<file path="config.mk">
export PLATFORM = sky130hd
export DESIGN_NAME = ex_muldiv
export DESIGN_NICKNAME = d
export VERILOG_FILES = /design/src/rtl/rv32i_types.sv /design/src/rtl/mul_pipe.sv /design/src/rtl/ex_muldiv.sv
export SDC_FILE = /design/constraint.sdc
export NUM_CORES = 2
export LEC_CHECK = 0
export CAP_MARGIN = 20
export CORE_ASPECT_RATIO = 0.6
export CORE_MARGIN = 2
export CORE_UTILIZATION = 35
export DETAILED_ROUTE_END_ITERATION = 16
export GPL_TIMING_DRIVEN = 0
export SYNTH_ARGS = -nofsm -noshare
export SYNTH_HDL_FRONTEND = slang
export SYNTH_SLANG_ARGS = --single-unit
</file>
<file path="constraint.sdc">
create_clock -name clk -period 26.8 [get_ports clk]
set_input_delay 5.36 -clock clk [delete_from_list [all_inputs] [get_ports clk]]
set_output_delay 5.36 -clock clk [all_outputs]
set_load 0.1 [all_outputs]
</file>
<file path="src/rtl/rv32i_types.sv">
// Shared RV32 type definitions: M-extension funct3 encodings and the
// execute-stage multiply/divide unit state encoding.
package rv32i_types;

  typedef enum logic [2:0] {
    OP_MUL    = 3'd0,
    OP_MULH   = 3'd1,
    OP_MULHSU = 3'd2,
    OP_MULHU  = 3'd3,
    OP_DIV    = 3'd4,
    OP_DIVU   = 3'd5,
    OP_REM    = 3'd6,
    OP_REMU   = 3'd7
  } muldiv_op_t;

  typedef enum logic [1:0] {
    MD_IDLE = 2'd0,
    MD_MUL  = 2'd1,
    MD_DIV  = 2'd2,
    MD_DONE = 2'd3
  } muldiv_state_t;

  // High-half multiplies and signed divides read operand signs from funct3.
  function automatic logic op_is_signed_div(input muldiv_op_t op);
    return (op == OP_DIV) || (op == OP_REM);
  endfunction

  function automatic logic op_returns_rem(input muldiv_op_t op);
    return (op == OP_REM) || (op == OP_REMU);
  endfunction

endpackage

</file>
<file path="src/rtl/mul_pipe.sv">
// Signed (XLEN+1)x(XLEN+1) multiplier. MUL_STAGES-1 internal register stages;
// the result register in ex_muldiv forms the final stage.
module mul_pipe #(
  parameter int XLEN       = 32,
  parameter int MUL_STAGES = 2
) (
  input  logic                   clk,
  input  logic                   clear_i,
  input  logic                   valid_i,
  input  logic signed [XLEN:0]   a_i,
  input  logic signed [XLEN:0]   b_i,
  output logic                   valid_o,
  output logic [2*XLEN-1:0]      prod_o
);

  localparam int DEPTH = MUL_STAGES - 1;

  // Only the low 2*XLEN product bits are ever selected, and those are exact
  // when both operands are sign-extended to 2*XLEN bits first.
  logic [2*XLEN-1:0] a_ext;
  logic [2*XLEN-1:0] b_ext;
  logic [2*XLEN-1:0] prod_c;

  assign a_ext  = {{(XLEN-1){a_i[XLEN]}}, a_i};
  assign b_ext  = {{(XLEN-1){b_i[XLEN]}}, b_i};
  assign prod_c = a_ext * b_ext;

  generate
    if (DEPTH == 0) begin : g_comb
      assign prod_o  = prod_c;
      assign valid_o = valid_i;
    end else begin : g_pipe
      logic [2*XLEN-1:0] prod_q [DEPTH];
      logic [DEPTH-1:0]  valid_q;

      // NOTE: sequential state uses non-blocking assignments so every stage
      // samples its predecessor's old value, giving a true shift register.
      always_ff @(posedge clk) begin
        if (clear_i) begin
          valid_q <= '0;
        end else begin
          valid_q[0] <= valid_i;
          for (int i = 1; i < DEPTH; i++) valid_q[i] <= valid_q[i-1];
        end
      end

      // NOTE: the product array carries no reset; the valid chain alone
      // decides whether a stage holds meaningful data.
      always_ff @(posedge clk) begin
        prod_q[0] <= prod_c;
        for (int i = 1; i < DEPTH; i++) prod_q[i] <= prod_q[i-1];
      end

      assign prod_o  = prod_q[DEPTH-1];
      assign valid_o = valid_q[DEPTH-1];
    end
  endgenerate

endmodule

</file>
<file path="src/rtl/ex_muldiv.sv">
// RV32M execute-stage unit: pipelined multiply, iterative restoring divide.
// Define MULDIV_EARLY_OUT_EN to finish divides with |a| < |b| in one cycle.
module ex_muldiv
  import rv32i_types::*;
#(
  parameter int XLEN       = 32,
  parameter int MUL_STAGES = 2
) (
  input  logic            clk,
  input  logic            rst,
  input  logic            start,
  input  logic [2:0]      op,
  input  logic [XLEN-1:0] a,
  input  logic [XLEN-1:0] b,
  input  logic            flush,
  output logic            stall,
  output logic            done,
  output logic [XLEN-1:0] result
);

  localparam int CNT_W = $clog2(XLEN);

  muldiv_state_t   state_q;
  muldiv_op_t      op_q;
  muldiv_op_t      op_in;
  muldiv_op_t      op_sel;
  logic [XLEN-1:0] result_q;

  logic [XLEN-1:0] rem_q;
  logic [XLEN-1:0] quot_q;
  logic [XLEN-1:0] dvsr_q;
  logic            q_neg_q;
  logic            r_neg_q;
  logic [CNT_W-1:0] cnt_q;

  assign op_in  = muldiv_op_t'(op);
  assign op_sel = (state_q == MD_IDLE) ? op_in : op_q;

  assign done   = (state_q == MD_DONE) && !flush;
  assign stall  = start && !done;
  assign result = result_q;

  logic accept;
  assign accept = (state_q == MD_IDLE) && start && !flush;

  // Multiply operand extension and result selection.
  logic              mul_a_sx;
  logic              mul_b_sx;
  logic              mul_valid;
  logic [2*XLEN-1:0] mul_prod;
  logic [XLEN-1:0]   mul_res;

  assign mul_a_sx = ((op_in == OP_MULH) || (op_in == OP_MULHSU)) && a[XLEN-1];
  assign mul_b_sx = (op_in == OP_MULH) && b[XLEN-1];
  assign mul_res  = (op_sel == OP_MUL) ? mul_prod[XLEN-1:0] : mul_prod[2*XLEN-1:XLEN];

  mul_pipe #(
    .XLEN       (XLEN),
    .MUL_STAGES (MUL_STAGES)
  ) u_mul_pipe (
    .clk     (clk),
    .clear_i (rst || flush),
    .valid_i (accept && !op[2]),
    .a_i     ({mul_a_sx, a}),
    .b_i     ({mul_b_sx, b}),
    .valid_o (mul_valid),
    .prod_o  (mul_prod)
  );

  // Divide operand conditioning and single-cycle special cases.
  logic            div_signed;
  logic            a_neg;
  logic            b_neg;
  logic [XLEN-1:0] a_mag;
  logic [XLEN-1:0] b_mag;
  logic            div_by_zero;
  logic            div_ovf;
  logic            early_out;
  logic            div_special;
  logic [XLEN-1:0] special_res;

  assign div_signed  = op_is_signed_div(op_in);
  assign a_neg       = div_signed && a[XLEN-1];
  assign b_neg       = div_signed && b[XLEN-1];
  assign a_mag       = a_neg ? -a : a;
  assign b_mag       = b_neg ? -b : b;
  assign div_by_zero = (b == '0);
  assign div_ovf     = div_signed && (a == {1'b1, {(XLEN-1){1'b0}}}) && (b == '1);

`ifdef MULDIV_EARLY_OUT_EN
  assign early_out = (a_mag < b_mag);
`else
  assign early_out = 1'b0;
`endif

  assign div_special = div_by_zero || div_ovf || early_out;

  // NOTE: every always_comb output gets a default first, so no path through
  // the block can leave it unassigned and infer a latch.
  always_comb begin
    special_res = '0;
    if (div_by_zero) begin
      special_res = op_returns_rem(op_in) ? a : '1;
    end else if (div_ovf) begin
      special_res = op_returns_rem(op_in) ? '0 : a;
    end else if (early_out) begin
      special_res = op_returns_rem(op_in) ? a : '0;
    end
  end

  // One restoring step: the remainder stays below the divisor, so the
  // shifted trial value fits in XLEN+1 bits and the borrow is diff's MSB.
  logic [XLEN:0]   rem_sh;
  logic [XLEN:0]   diff;
  logic            fits;
  logic [XLEN-1:0] rem_nxt;
  logic [XLEN-1:0] quot_nxt;
  logic [XLEN-1:0] quot_fix;
  logic [XLEN-1:0] rem_fix;
  logic [XLEN-1:0] div_res;

  assign rem_sh   = {rem_q, quot_q[XLEN-1]};
  assign diff     = rem_sh - {1'b0, dvsr_q};
  assign fits     = !diff[XLEN];
  assign rem_nxt  = fits ? diff[XLEN-1:0] : rem_sh[XLEN-1:0];
  assign quot_nxt = {quot_q[XLEN-2:0], fits};
  assign quot_fix = q_neg_q ? -quot_nxt : quot_nxt;
  assign rem_fix  = r_neg_q ? -rem_nxt : rem_nxt;
  assign div_res  = op_returns_rem(op_q) ? rem_fix : quot_fix;

  always_ff @(posedge clk) begin
    if (rst) begin
      state_q  <= MD_IDLE;
      result_q <= '0;
    end else if (flush) begin
      state_q <= MD_IDLE;
    end else begin
      case (state_q)
        MD_IDLE: begin
          if (start) begin
            op_q <= op_in;
            if (!op[2]) begin
              if (MUL_STAGES == 1) begin
                result_q <= mul_res;
                state_q  <= MD_DONE;
              end else begin
                state_q <= MD_MUL;
              end
            end else if (div_special) begin
              result_q <= special_res;
              state_q  <= MD_DONE;
            end else begin
              rem_q   <= '0;
              quot_q  <= a_mag;
              dvsr_q  <= b_mag;
              q_neg_q <= a_neg ^ b_neg;
              r_neg_q <= a_neg;
              cnt_q   <= CNT_W'(XLEN - 1);
              state_q <= MD_DIV;
            end
          end
        end
        MD_MUL: begin
          if (mul_valid) begin
            result_q <= mul_res;
            state_q  <= MD_DONE;
          end
        end
        MD_DIV: begin
          rem_q  <= rem_nxt;
          quot_q <= quot_nxt;
          cnt_q  <= cnt_q - 1'b1;
          if (cnt_q == '0) begin
            result_q <= div_res;
            state_q  <= MD_DONE;
          end
        end
        MD_DONE: state_q <= MD_IDLE;
        default: state_q <= MD_IDLE;
      endcase
    end
  end

endmodule

</file>
==> After elaboration in Yosys (flattened, before gate mapping) <==
Memories as Yosys holds them, arrays and structs flattened.
Index checks and enable logic that the tools add are counted.
{ "op_classes": {"n_shift": 0, "reduce_logical": 33, "muxes": 36, "bitwise_logic": 4, "mul": 1, "div": 0, "n_eq_ne": 18, "n_addsub": 6, "n_lt_le_gt_ge": 0} }
{ "op_table": {"columns": ["op", "n"], "rows": [
  ["two-way mux 32 bit", 22],
  ["negator 32 bit", 4],
  ["one-hot mux 32 bit (2 select lines)", 2],
  ["one-hot mux 32 bit (3 select lines)", 1],
  ["== test 32 bit, second input constant", 2],
  ["multiplier 33 x 33 -> 64 bit", 1],
  ["subtractor 33 x 32 -> 33 bit", 1],
  ["logical NOT 32 bit", 1],
  ["== test 3 bit, second input constant", 5],
  ["two-way mux 5 bit", 3],
  ["AND reduction 6 bit", 2],
  ["logical AND 1 bit", 11],
  ["!= test 2 bit, second input constant", 5],
  ["one-hot mux 5 bit (2 select lines)", 1],
  ["two-way mux 2 bit", 4],
  ["one-hot mux 2 bit (4 select lines)", 1],
  ["AND reduction 7 bit", 1],
  ["logical OR 1 bit", 6],
  ["logical NOT 5 bit", 1],
  ["subtractor 5 x 1 -> 5 bit, second input constant", 1],
  ["== test 2 bit, second input constant", 2],
  ["logical NOT 1 bit", 4],
  ["AND reduction 4 bit", 1],
  ["== test 3 x 1 -> 1 bit, second input constant", 1],
  ["13 further kinds", 15]
]} }
{ "word_totals": {"wordCells": 109, "latch_bits": 0, "output_inout_bits": 34, "mem_count": 1, "ff_bits": 141, "ram_bits": 64, "romBits": 0, "in_bits": 71} }
{ "memory_table": {"columns": ["memory", "words", "word_bits", "rd", "rd_clocked_by_memory_dff", "wr", "line_no", "text"], "rows": [
  ["u_mul_pipe.g_pipe.prod_q", 1, 64, 1, 0, 1, "mul_pipe.sv:33", "logic [2*XLEN-1:0] prod_q [DEPTH];"]
]} }

==> Logic depth before layout (Yosys ltp) <==
{ "depth": {"ltp_word": 10, "depth_mapped": 33, "ltp_nobuf": 32} }

==> Modules after synthesis <==
A second synthesis with hierarchy kept.
{ "hier_totals": {"cells_unflattened": 5765, "hier_area_um2": 52263.9} }
{ "modules_own_cells": {"columns": ["module", "cells_each", "seq_area_each_um2", "instances", "area_each_um2"], "rows": [
  ["mul_pipe", 4242, 1301.2, 1, 39900.8],
  ["ex_muldiv", 1523, 3863.7, 1, 12363.1]
]} }

==> Least setup slack after synthesis <==
Ideal clock, no wire load.
{ "synth_timing": {"kind": "input to register", "start": "input port op[2]", "end": "memory u_mul_pipe.g_pipe.prod_q[0][60] (netlist bit)", "setup_slack_ns": 13.384, "t_required_ns": 26.728, "setup_time_ns": 0.072, "path_buffers": 2, "arrival_ns": 13.344, "cell_stages": 33, "path_cell_list": "buf_1 -> nor2_1 -> and2_0 -> clkbuf_1 -> nand2_1 -> inv_1 -> fa_1 -> inv_1 -> fa_1 -> inv_1 -> fa_1 -> inv_1 -> fa_1 -> inv_1 -> fa_1 -> fa_1 -> fa_1 -> inv_1 -> fa_1 -> inv_1 -> ha_1 -> a21o_1 -> a21o_1 -> a21o_1 -> a21o_1 -> a21oi_1 -> o21ai_0 -> nor3_1 -> o21ai_0 -> a311o_1 -> a21o_1 -> a21oi_1 -> xnor2_1"} }
{ "synth_between": {"elab_chain_len": 4, "word_cells_on_any_way": 6, "classes_between": "mul: 1; eq/ne: 2; reduce/logical: 3"} }
{ "synth_rtl": {"columns": ["element", "line_no", "text"], "rows": [
  ["start, declared", "ex_muldiv.sv:12", "input logic [2:0] op,"],
  ["== test 3 x 1 -> 1 bit / == test 3 x 2 -> 1 bit (equally long branches)", "ex_muldiv.sv:53, ex_muldiv.sv:54", null],
  ["logical OR 1 bit", "ex_muldiv.sv:53", "assign mul_a_sx = ((op_in == OP_MULH) || (op_in == OP_MULHSU)) && a[XLEN-1];"],
  ["logical AND 1 bit", "ex_muldiv.sv:53", null],
  ["multiplier 33 x 33 -> 64 bit (*)", "mul_pipe.sv:26", "assign prod_c = a_ext * b_ext;"],
  ["net u_mul_pipe.prod_c[60]", "mul_pipe.sv:22", "logic [2*XLEN-1:0] prod_c;"],
  ["end, declared", "mul_pipe.sv:33", null]
]} }
The timed path passes the listed nets; every way through them passes the cells marked *.

==> Worst setup path in the final report <==
{ "layout_timing": {"start": "input port a[31]", "end": "memory u_mul_pipe.g_pipe.prod_q[0][63] (netlist bit)"} }
{ "layout_between": {"elab_chain_len": 2} }
{ "layout_rtl": {"columns": ["element", "line_no", "text"], "rows": [
  ["start, declared", "ex_muldiv.sv:13", "input logic [XLEN-1:0] a,"],
  ["logical AND 1 bit", "ex_muldiv.sv:53", null],
  ["multiplier 33 x 33 -> 64 bit (*)", "mul_pipe.sv:26", null],
  ["net u_mul_pipe.prod_c[63]", "mul_pipe.sv:22", null]
]} }
Marked as above.

==> reports/metrics.yaml <==
maxCapViolations: 0
yosys_most_used_dff: "edfxtp_1"
synthTopCellsByCount: "inv_1, fa_1, nand2_1"
fp.dieH_um: 299
fin_skew_ns: 0.0246
num-nets-final: 7289
root_buffer: "clkbuf_16"
synth_compound_area_share_pct: 7.12
grt_pass1_wl_um: 316000
synth_top_area_share_pct: 44.4
grt_start_max_net_pins: 31
worst_setup_path_start_kind: "primary input"
core-area_mm2: 0.144
worst_r2r_path_depth: 22
initial_core_util_pct: 35.2
ys_seq_elements: 205
worst_pin_slew_ns: 1.25
yosys.area_share.adder_pct: 50.7
cts_hold_buf: 0
seq_area_mm2: 0.00516
status: "completed"
ff2ff_setup_slack_ns: 19.84
pin_count: 105
cts_tree: "done"
drt-initial-drc-count: 5882
gp_congestion: 1.02
grt_overflow: 0
worst_ep_arrival_time_ns: 17.12
drt_wl_total_um: 222000
cts_resized: 0
synth_top_cell_by_area: "fa_1"
ys_top_cells_by_area: "fa_1, inv_1, nand2_1"
synth.most_common_cell: "inv_1"
placement_rows: 108
reg2reg_to: "result[16]"
finalSetupViolations: 0
drt-wirelength-per-cell_um: 28.5
vias: 42363
multi_input_area_mm2: 0.0397
final_area_mm2: 0.0556
reg2reg_from: "quot_q[31]"
yosys.cell_types.count: 82
drc: 0
grt_setup_unrepaired: "no"
dpl_cell_area_mm2: 0.0546
fmax_mhz: 60.0
cts.reportedPaths.clkPinSlew_ns: 0.07
async_reset_ff_share_pct: 0
worstHoldEndpoint: "result[21]"
tns_ns: 0
cts_made_buffers: 23
period_share_pct: 62.2
synthSimpleGateAreaFrac_pct: 15.2
netlist_instances: 5683
cts_sinks: 205
criticalPathCategory: "primary input to register"
min-delay-start: "result[21]"
synth-xor-area-share_pct: 3.81
cts_buffer_depth: 3
clk_latency_ns: 0.55
maxSlewViolCount: 0
worstPathMaxFanout: 10
area_growth_pct: 9.62
hold_class: "register to register"
maxSlewHeadroom_pct: 16.9
synthMuxAreaShare_pct: 1.24
postRouteAntennaNets: 0
synth_top_family_by_area: "adder cells"
ys_seq_area_share_pct: 10.2
numPortBuffers: 68
end_kind: "register"
finalHoldViolCount: 0
vias_per_cell: 5.44
grt_util_all_layers_pct: 29.9
grt_pass1_vias: 42495
synth_area_per_cell_um2: 8.93
dieArea_mm2: 0.148
drtPass1Iterations: 6
post_cts_buffers: 0
syn-num-nets: 7135
crit_required_ns: 27.27
synth_warnings: 0
antenna_found_initial: 28
hpwl_um: 188000
h-tree-depth: 1
synth_edf_count: 106
hold_depth: 2
fill_cells: 14719
layout-drive-gt1-share_pct: 2.80
layout_min_cycle_time_ns: 16.66
syn_area_mm2: 0.0507
die_width_um: 496
[routing by layer]
metal / up-vias / track usage [%] / routed length (um)
met1: 21856 / 46.6 / 101000
met5: - / 0 / 110
met4: 18 / 5.69 / 5000
met3: 272 / 12.9 / 35100
met2: 2798 / 37.5 / 80500
li1: 17419 / - / -
[worst max-delay path: stages]
cell,delay (ns)
clkdlybuf4s50_1,0.55
clkbuf_1,0.83
clkbuf_1,0.88
clkbuf_1,0.74
nand2_1,0.18
fa_1,0.56
fa_1,0.57
inv_1,0.06
fa_1,0.48
fa_1,0.54
inv_1,0.05
fa_1,0.56
fa_1,0.53
fa_1,0.50
inv_1,0.05
fa_1,0.53
ha_1,0.43
a2111oi_0,0.53
o21ai_0,0.27
a311oi_1,0.62
a21oi_1,0.28
nor3_1,0.62
o21bai_1,0.26
a31oi_1,0.48
o21ai_0,0.20
a21oi_1,0.28
xnor2_1,0.14
[metrics by stage]
stage / setup WS [ns] / hold WS, ns / std cells / util, %
3_3_place_gp: 8.91 / 0.470 / 7676 / 37.3
6_report: 10.14 / 0.494 / 7793 / 38.5
5_1_grt: 9.83 / 0.513 / 7780 / 38.5
2_1_floorplan: 13.38 / 0.537 / 5683 / -
3_5_place_dp: 9.27 / 0.481 / 7720 / 37.8
4_1_cts: 9.78 / 0.490 / 7762 / 38.3
[sequential cells by signal, indices dropped and copies added (netlist names)]
signal,flops
state_q,2
result,32
op_q,3
quot_q,32
u_mul_pipe.valid_o,1
u_mul_pipe.g_pipe.prod_q,64
q_neg_q,1
dvsr_q,32
rem_q,32
cnt_q,5
r_neg_q,1
[layout by cell type, fill, tap and decap left out, drive strengths merged, types with 14 or more instances in the layout]
| cell | Yosys | layout |
|---|---|---|
| xor2 | 105 | 105 |
| buf | 103 | 164 |
| or4 | 17 | 17 |
| a21oi | 155 | 155 |
| a31oi | 18 | 18 |
| edfxtp | 106 | 106 |
| clkbuf | 232 | 269 |
| a21o | 49 | 49 |
| nor2b | 44 | 44 |
| and3 | 26 | 26 |
| or3 | 19 | 19 |
| ha | 255 | 255 |
| xnor2 | 116 | 116 |
| dfxtp | 99 | 99 |
| o21ai | 166 | 166 |
| inv | 1237 | 1238 |
| o211ai | 18 | 18 |
| mux2i | 48 | 48 |
| fa | 1126 | 1126 |
| nand2 | 905 | 905 |
| and2 | 296 | 296 |
| nand3 | 31 | 31 |
| nor2 | 184 | 184 |
| diode | 0 | 14 |
| nand2b | 16 | 16 |
| nor4 | 20 | 20 |
| clkdlybuf4s50 | 0 | 68 |
| nand4 | 20 | 20 |
| a211oi | 23 | 23 |
| nor3 | 59 | 59 |
| o31ai | 29 | 29 |
[logic make-up (layout without fill, tap and decap cells)]
logic type,count (synthesis),in the layout
simple gates,1670,1670
other cells,0,14
mux,60,60
compound gates,574,574
flops,205,205
buf+inv,1572,1743
fa+ha+maj,1381,1381
xor+xnor,221,221
[layout make-up]
cell class | count | area share, %
Timing Repair Buffer | 129 | 2.94
Sequential cell | 205 | 9.28
Multi-Input combinational cell | 3906 | 71.3
Antenna cell | 14 | 0.0630
Buffer | 335 | 2.33
Inverter | 1237 | 8.35
Clock inverter | 5 | 0.0945
Tap cell | 1925 | 4.33
Clock buffer | 37 | 1.30
[worst max path at each step]
stage | from | cells past startpoint | to
2_1_floorplan | op[2] | 33 | u_mul_pipe.g_pipe.prod_q[0][60]
3_3_place_gp | op[2] | 29 | u_mul_pipe.g_pipe.prod_q[0][63]
3_5_place_dp | op[2] | 29 | u_mul_pipe.g_pipe.prod_q[0][63]
4_1_cts | op[2] | 29 | u_mul_pipe.g_pipe.prod_q[0][63]
5_1_grt | op[2] | 33 | u_mul_pipe.g_pipe.prod_q[0][63]
6_report | a[31] | 27 | u_mul_pipe.g_pipe.prod_q[0][63]
Power is left out: the tool's default activity adds up to more than one toggle a clock period on the data nets, which glitch-free logic cannot reach.
